===== config.mk =====
export PLATFORM = sky130hd
export DESIGN_NAME = i8085_system_flat
export DESIGN_NICKNAME = d
export VERILOG_FILES = /design/src/rtl/i8085_pkg.sv /design/src/rtl/i8085_if.sv /design/src/rtl/i8085_clkgen.sv /design/src/rtl/i8085_system.sv /design/src/flat_wrapper.sv
export SDC_FILE = /design/constraint.sdc
export NUM_CORES = 1
export LEC_CHECK = 0
export ABC_AREA = 1
export BUFFER_PORTS_ARGS = -buffer_cell sky130_fd_sc_hd__buf_4
export CORE_MARGIN = 10
export CORE_UTILIZATION = 51
export CTS_CLUSTER_DIAMETER = 40
export DETAILED_ROUTE_END_ITERATION = 16
export PLACE_DENSITY_LB_ADDON = 0.3
export RECOVER_POWER = 100
export SKIP_CTS_REPAIR_TIMING = 1
export SYNTH_ARGS = -nofsm -noshare
export SYNTH_HDL_FRONTEND = slang
export SYNTH_HIERARCHICAL = 1
export SYNTH_SLANG_ARGS = --single-unit

===== constraint.sdc =====
create_clock -name x1 -period 1.55 [get_ports x1]
set_input_delay 0.155 -clock x1 [delete_from_list [all_inputs] [get_ports x1]]
set_output_delay 0.155 -clock x1 [all_outputs]
set_load 0.01 [all_outputs]

===== src/rtl/i8085_pkg.sv =====
// i8085_pkg -- shared types and constants for the i8085_system fetch model.
//   tstate_e : machine-cycle T-state encoding (also driven out on t_state)
//   OP_HLT   : opcode that parks the machine in THLT
//   S_FETCH / S_HALT : {S1,S0} status codes
package i8085_pkg;

    typedef enum logic [2:0] {
        TRST = 3'd0,
        T1   = 3'd1,
        T2   = 3'd2,
        TW   = 3'd3,
        T3   = 3'd4,
        T4   = 3'd5,
        THLT = 3'd6
    } tstate_e;

    localparam logic [7:0] OP_HLT  = 8'h76;
    localparam logic [1:0] S_FETCH = 2'b11;
    localparam logic [1:0] S_HALT  = 2'b00;

endpackage


===== src/rtl/i8085_if.sv =====
// i8085_if -- external memory bus of the i8085 fetch machine.
//   ready   : memory ready (slave -> master)
//   ad_in   : AD7..AD0 read data (slave -> master)
//   ale     : address latch enable
//   rd_n    : active-low read strobe
//   io_m    : 0 = memory cycle
//   s       : status {S1,S0}
//   addr_hi : A15..A8
//   ad_out  : AD7..AD0 drive value, qualified by ad_oe
//   ad_oe   : AD bus output enable
// master = CPU side, slave = memory / testbench side.
interface i8085_if;

    logic       ready;
    logic [7:0] ad_in;
    logic       ale;
    logic       rd_n;
    logic       io_m;
    logic [1:0] s;
    logic [7:0] addr_hi;
    logic [7:0] ad_out;
    logic       ad_oe;

    modport master (
        input  ready, ad_in,
        output ale, rd_n, io_m, s, addr_hi, ad_out, ad_oe
    );

    modport slave (
        output ready, ad_in,
        input  ale, rd_n, io_m, s, addr_hi, ad_out, ad_oe
    );

endinterface


===== src/rtl/i8085_clkgen.sv =====
// i8085_clkgen -- clock divider and reset synchronizer.
//   x1        : crystal clock, all flops on its rising edge
//   reset     : asynchronous active-high reset
//   phi1/phi2 : divide-by-two phases (phi2 = ~phi1)
//   clk_out   : external clock, equal to phi2
//   tick      : one-x1-cycle enable marking the end of a T-state (div == 1)
//   reset_out : system reset, high immediately on reset and for
//               RESET_SYNC_STAGES ticks after reset is released
module i8085_clkgen #(
    parameter int RESET_SYNC_STAGES = 2
) (
    input  logic x1,
    input  logic reset,
    output logic phi1,
    output logic phi2,
    output logic clk_out,
    output logic tick,
    output logic reset_out
);

    logic                         div_q;
    logic [RESET_SYNC_STAGES-1:0] sync_q;

    always_ff @(posedge x1 or posedge reset) begin
        if (reset) begin
            div_q <= 1'b0;
        end else begin
            div_q <= ~div_q;
        end
    end

    // Ones shift out one position per tick; the MSB is the last to clear.
    always_ff @(posedge x1 or posedge reset) begin
        if (reset) begin
            sync_q <= '1;
        end else if (tick) begin
            sync_q <= sync_q << 1;
        end
    end

    assign tick      = div_q;
    assign phi1      = div_q;
    assign phi2      = ~div_q;
    assign clk_out   = ~div_q;
    assign reset_out = sync_q[RESET_SYNC_STAGES-1];

endmodule


===== src/rtl/i8085_system.sv =====
// i8085_system -- opcode-fetch machine cycle of an 8085-style CPU.
// Repeatedly fetches opcodes from pc (T1..T4), halting on HLT (8'h76).
//   x1, reset : crystal clock, asynchronous active-high reset
//   x2        : complementary crystal pin, unused
//   bus       : memory bus (i8085_if.master)
//   phi1/phi2/clk_out/reset_out : clock generator outputs
//   ir        : last fetched opcode
//   t_state   : current T-state encoding (i8085_pkg::tstate_e)
// Build option: define WAIT_STATE_EN to honour bus.ready in T2/TW;
// without it ready is ignored and T2 always proceeds to T3.
// RESET_PC sets the address of the first fetch after reset.
module i8085_system
    import i8085_pkg::*;
#(
    parameter int          RESET_SYNC_STAGES = 2,
    parameter logic [15:0] RESET_PC          = 16'h0000
) (
    input  logic        x1,
    input  logic        reset,
    input  logic        x2,
    i8085_if.master     bus,
    output logic        phi1,
    output logic        phi2,
    output logic        clk_out,
    output logic        reset_out,
    output logic [7:0]  ir,
    output logic [2:0]  t_state
);

    logic        tick;
    tstate_e     state_q;
    logic [15:0] pc_q;
    logic [7:0]  ir_q;
    logic        ale_q;
    logic        rd_n_q;
    logic        ad_oe_q;
    logic [1:0]  s_q;
    logic        wait_req;
    logic        unused_x2;

    assign unused_x2 = x2;

    i8085_clkgen #(
        .RESET_SYNC_STAGES(RESET_SYNC_STAGES)
    ) u_clkgen (
        .x1        (x1),
        .reset     (reset),
        .phi1      (phi1),
        .phi2      (phi2),
        .clk_out   (clk_out),
        .tick      (tick),
        .reset_out (reset_out)
    );

`ifdef WAIT_STATE_EN
    assign wait_req = ~bus.ready;
`else
    logic unused_ready;
    assign unused_ready = bus.ready;
    assign wait_req     = 1'b0;
`endif

    // Bus strobes are registered together with the state, so each
    // transition loads the strobe values of the state being entered.
    always_ff @(posedge x1 or posedge reset) begin
        if (reset) begin
            state_q <= TRST;
            pc_q    <= RESET_PC;
            ir_q    <= 8'h00;
            ale_q   <= 1'b0;
            rd_n_q  <= 1'b1;
            ad_oe_q <= 1'b0;
            s_q     <= S_HALT;
        end else if (tick) begin
            case (state_q)
                TRST: begin
                    if (!reset_out) begin
                        state_q <= T1;
                        ale_q   <= 1'b1;
                        ad_oe_q <= 1'b1;
                        rd_n_q  <= 1'b1;
                        s_q     <= S_FETCH;
                    end
                end
                T1: begin
                    state_q <= T2;
                    ale_q   <= 1'b0;
                    ad_oe_q <= 1'b0;
                    rd_n_q  <= 1'b0;
                end
                T2: begin
                    state_q <= wait_req ? TW : T3;
                end
                TW: begin
                    if (!wait_req) begin
                        state_q <= T3;
                    end
                end
                T3: begin
                    ir_q    <= bus.ad_in;
                    rd_n_q  <= 1'b1;
                    state_q <= T4;
                end
                T4: begin
                    pc_q <= pc_q + 16'd1;
                    if (ir_q == OP_HLT) begin
                        state_q <= THLT;
                        s_q     <= S_HALT;
                    end else begin
                        state_q <= T1;
                        ale_q   <= 1'b1;
                        ad_oe_q <= 1'b1;
                    end
                end
                THLT: begin
                    state_q <= THLT;
                end
                default: begin
                    state_q <= TRST;
                    ale_q   <= 1'b0;
                    rd_n_q  <= 1'b1;
                    ad_oe_q <= 1'b0;
                    s_q     <= S_HALT;
                end
            endcase
        end
    end

    assign bus.ale     = ale_q;
    assign bus.rd_n    = rd_n_q;
    assign bus.ad_oe   = ad_oe_q;
    assign bus.s       = s_q;
    assign bus.io_m    = 1'b0;
    assign bus.addr_hi = pc_q[15:8];
    assign bus.ad_out  = pc_q[7:0];
    assign ir          = ir_q;
    assign t_state     = state_q;

endmodule


===== src/flat_wrapper.sv =====
// flat-port wrapper written by rule: the top's interface ports become plain ports
module i8085_system_flat import i8085_pkg::*;
#(
    parameter int          RESET_SYNC_STAGES = 2,
    parameter logic [15:0] RESET_PC          = 16'h0000
)
  (x1, reset, x2, phi1, phi2, clk_out, reset_out, ir, t_state, bus_ready, bus_ad_in, bus_ale, bus_rd_n, bus_io_m, bus_s, bus_addr_hi, bus_ad_out, bus_ad_oe);
  i8085_if bus_i ();
  input  logic x1;
  input  logic reset;
  input  logic x2;
  output logic phi1;
  output logic phi2;
  output logic clk_out;
  output logic reset_out;
  output logic [7:0] ir;
  output logic [2:0] t_state;
  input wire logic [$bits(bus_i.ready)-1:0] bus_ready;
  input wire logic [$bits(bus_i.ad_in)-1:0] bus_ad_in;
  output wire logic [$bits(bus_i.ale)-1:0] bus_ale;
  output wire logic [$bits(bus_i.rd_n)-1:0] bus_rd_n;
  output wire logic [$bits(bus_i.io_m)-1:0] bus_io_m;
  output wire logic [$bits(bus_i.s)-1:0] bus_s;
  output wire logic [$bits(bus_i.addr_hi)-1:0] bus_addr_hi;
  output wire logic [$bits(bus_i.ad_out)-1:0] bus_ad_out;
  output wire logic [$bits(bus_i.ad_oe)-1:0] bus_ad_oe;
  assign bus_i.ready = bus_ready;
  assign bus_i.ad_in = bus_ad_in;
  assign bus_ale = bus_i.ale;
  assign bus_rd_n = bus_i.rd_n;
  assign bus_io_m = bus_i.io_m;
  assign bus_s = bus_i.s;
  assign bus_addr_hi = bus_i.addr_hi;
  assign bus_ad_out = bus_i.ad_out;
  assign bus_ad_oe = bus_i.ad_oe;
  i8085_system #(.RESET_SYNC_STAGES(RESET_SYNC_STAGES), .RESET_PC(RESET_PC)) u_core (.x1(x1), .reset(reset), .x2(x2), .bus(bus_i), .phi1(phi1), .phi2(phi2), .clk_out(clk_out), .reset_out(reset_out), .ir(ir), .t_state(t_state));
endmodule

==> impl_metrics.csv <==
group,metric,value,unit
outcome,status,"complete, no violations",
clocking,cts_tree,"built",
die,die_w,78.7,um
synthesis,synth_top_area_cell,"dfrtp_1",
grt,grtUsageTotal,12.9,%
sta,layout_min_cycle_time,1.43,ns
route,viasPerCell,4.74,
route,routed_wl,3.78,mm
finish,fill_cells,348,
route,first_iter_violations,90,
worst_setup_path,crit_required,1.78,ns
clocking,cts.sinks,33,
flow_run,max_cap_violations,0,
sta,slew_violations,0,
finish,drive_gt1_share,17.3,%
pwr,ir_drop,1.14,mV
synthesis,ys_seq_area_share,47.2,%
synthesis,yosysMostFrequentCell,"nand2_1",
placement,dp_hpwl,2.93,mm
synthesis,yosys_warnings,6,
worst_setup_path,end_kind,"register",
synthesis,ys_ff_latch,33,
worst_setup_path,startpoint,"u_core/t_state[1]$_DFFE_PP0P_",
sta,hold_violations,0,
sta,worstMarginPinSlew,0.728,ns
synthesis,syn-num-nets,216,
grt,grt_pass1_wl,6.53,mm
clocking,cts_made_buffers,5,
finish,layout.nets,267,
sta,fin_crit_sh,92.4,%
sta,setup_viol,0,
placement,portBuffers,45,
clocking,cts_root_buf,"clkbuf_4",
synthesis,synth.top_cell.area_share,42.7,%
finish,multi_input_area,768,um^2
worst_setup_path,rr_worst_depth,8,
worst_hold_path,hold_path.class,"input port to register",
die,dieArea,0.00620,mm^2
route,vias,1426,
route,drtPass1Iterations,5,
synthesis,synth_common_cells,"nand2_1 (62), dfrtp_1 (30), inv_1 (17), nor2_1 (15), nand3_1 (10)",
worst_hold_path,min_from,"bus_ad_in[5]",
clocking,clkLatencyLatePin,0.34,ns
finish,seq_area,830,um^2
synthesis,synth.cell_area,0.00176,mm^2
pwr,p_per_area,1580,mW/mm^2
sta,tns,0,ns
synthesis,synth.avg_cell_area,8.66,um^2
synthesis,ys_top_cells_by_area,"dfrtp_1 (43%), nand2_1 (13%), dfstp_2 (4.5%), xor2_1 (4.0%), inv_1 (3.6%)",
die,coreArea,0.00334,mm^2
worst_setup_path,arrival,1.67,ns
die,initial_core_util,52.7,%
synthesis,synthArstFlopShare,100,%
synthesis,synth-edff-count,0,
worst_setup_path,crit_type,"register to register",
route,wl_per_cell,12.6,um
worst_setup_path,reg2reg_from,"u_core/t_state[1]$_DFFE_PP0P_",
die,num_rows,21,
worst_setup_path,start_kind,"register",
worst_setup_path,crit_fanout,9,
finish,syn_to_final_growth,17.2,%
route,drc_errors,0,
synthesis,synth-main-ff-cell,"dfrtp_1",
grt,antenna_found_initial,0,
placement,place_inst,292,
grt,grt_pass1_vias,1425,
finish,stdcell_count,301,
worst_hold_path,hold_depth,2,
grt,grt-ovfl-total,0,
sta,max_freq,0.698,GHz
clocking,htreeDepth,2,
sta,rsz0062_at_grt,"false",
grt,grt_max_degree,31,
synthesis,syn_inst,203,
synthesis,synthDistinctLibCells,30,
sta,skew,0.00804,ns
die,fp.dieH,78.7,um
route,ant_nets,0,
clocking,cts.clk_slew.worst_paths,0.10,ns
finish,antenna_cells,0,
sta,relSlewSlack,51.4,%
placement,place.gp.congestion,0.808,
die,io_pins,49,
pwr,p_leak,0.00102,uW
clocking,clock_path_buffers,2,
## power by group
group | switching (uW) | internal, uW | leakage, uW
registers | 212 | 1100 | 0.000411
logic | 823 | 563 | 0.000565
clock network | 289 | 263 | 0.0000413
## final cells by class
cell class                 count  share of cell area, %
clock buffer                   7                   3.16
clock inverter                 1                  0.243
inverter                      22                   4.01
multi-input combinational    141                   37.3
sequential                    33                   40.3
tap                           46                   2.79
timing repair buffer          51                   12.2
## kinds of logic (layout without fill, tap and decap cells)
| group | Yosys count | after routing | share of synthesized area [%] |
|---|---|---|---|
| xor+xnor | 11 | 11 | 5.48 |
| compound gates | 12 | 12 | 3.70 |
| flops | 33 | 33 | 47.2 |
| buf+inv | 29 | 81 | 8.11 |
| mux | 5 | 5 | 4.06 |
| other cells | 1 | 1 | 0.213 |
| simple gates | 111 | 111 | 30.5 |
| fa+ha+maj | 1 | 1 | 0.712 |
## critical path, stage by stage (launching register included)
cell     delay, ns
dfrtp_1       0.47
inv_2         0.12
nand2_4       0.07
nor2_8        0.20
nand3_4       0.12
nor2_2        0.17
nand2_1       0.08
nand2_1       0.06
nand2_1       0.04
## through the flow
step / hold slack [ns] / setup WS (ns) / utilization (%) / instance area (um^2) / power [uW]
after CTS: -0.321 / 0.134 / 66.0 / 2200 / 3500
after floorplan: -0.0928 / 0.137 / - / 1760 / 2370
after detailed placement: 0.0434 / 0.161 / 63.9 / 2130 / 2950
after global placement: 0.0429 / 0.178 / 63.9 / 2130 / 2910
after global routing: 0.0279 / 0.0332 / 61.7 / 2060 / 3530
final: 0.0456 / 0.118 / 61.7 / 2060 / 3250
## placed cells by master (no fill, tap or decap), types with 2 or more instances in the layout
cell type	instances
nand2_1	62
inv_1	19
mux2_4	4
xnor2_1	3
dfrtp_1	30
nand2_2	4
xor2_1	8
clkbuf_4	6
nand2_4	2
nand4_1	5
inv_2	3
nor2_2	3
nand3_1	10
o21ai_1	2
nor2_1	18
nor3_1	3
dfstp_1	2
clkbuf_8	2
a21oi_1	4
o21ai_0	4
buf_4	13
clkbuf_1	35
## routing by layer
| metal | GRT usage [%] | part of all wire (%) | vias to the layer above |
|---|---|---|---|
| met5 | 0 | 0 | - |
| met4 | 4.30 | 1.3 | 0 |
| met3 | 6.42 | 7.5 | 5 |
| met2 | 20.7 | 45 | 36 |
| met1 | 14.7 | 46 | 651 |
| li1 | - | - | 734 |
## registers in the layout, indices dropped and copies added, names as in the netlist
register and cells:
u_core/pc_q 16, u_core/ir 8, u_core/t_state 3, u_core/u_clkgen/sync_q 2, u_core/bus.ad_oe 1, u_core/bus.rd_n 1, u_core/bus.s 1, u_core/u_clkgen/phi1 1
## final timing paths
check / end / slack [ns]
worst max-delay path: u_core/pc_q[15]$_DFFE_PP0P_ / 0.12
max in group asynchronous: u_core/pc_q[7]$_DFFE_PP0P_ / 0.51
min in group asynchronous: u_core/u_clkgen/phi1$_DFF_PP0_ / 0.23
worst min register to register: u_core/u_clkgen/sync_q[0]$_DFFE_PP1P_ / 0.45
worst min-delay path: u_core/ir[5]$_DFFE_PP0P_ / 0.05
worst max register to register: u_core/pc_q[15]$_DFFE_PP0P_ / 0.12
(Power assumes the default switching activity.)
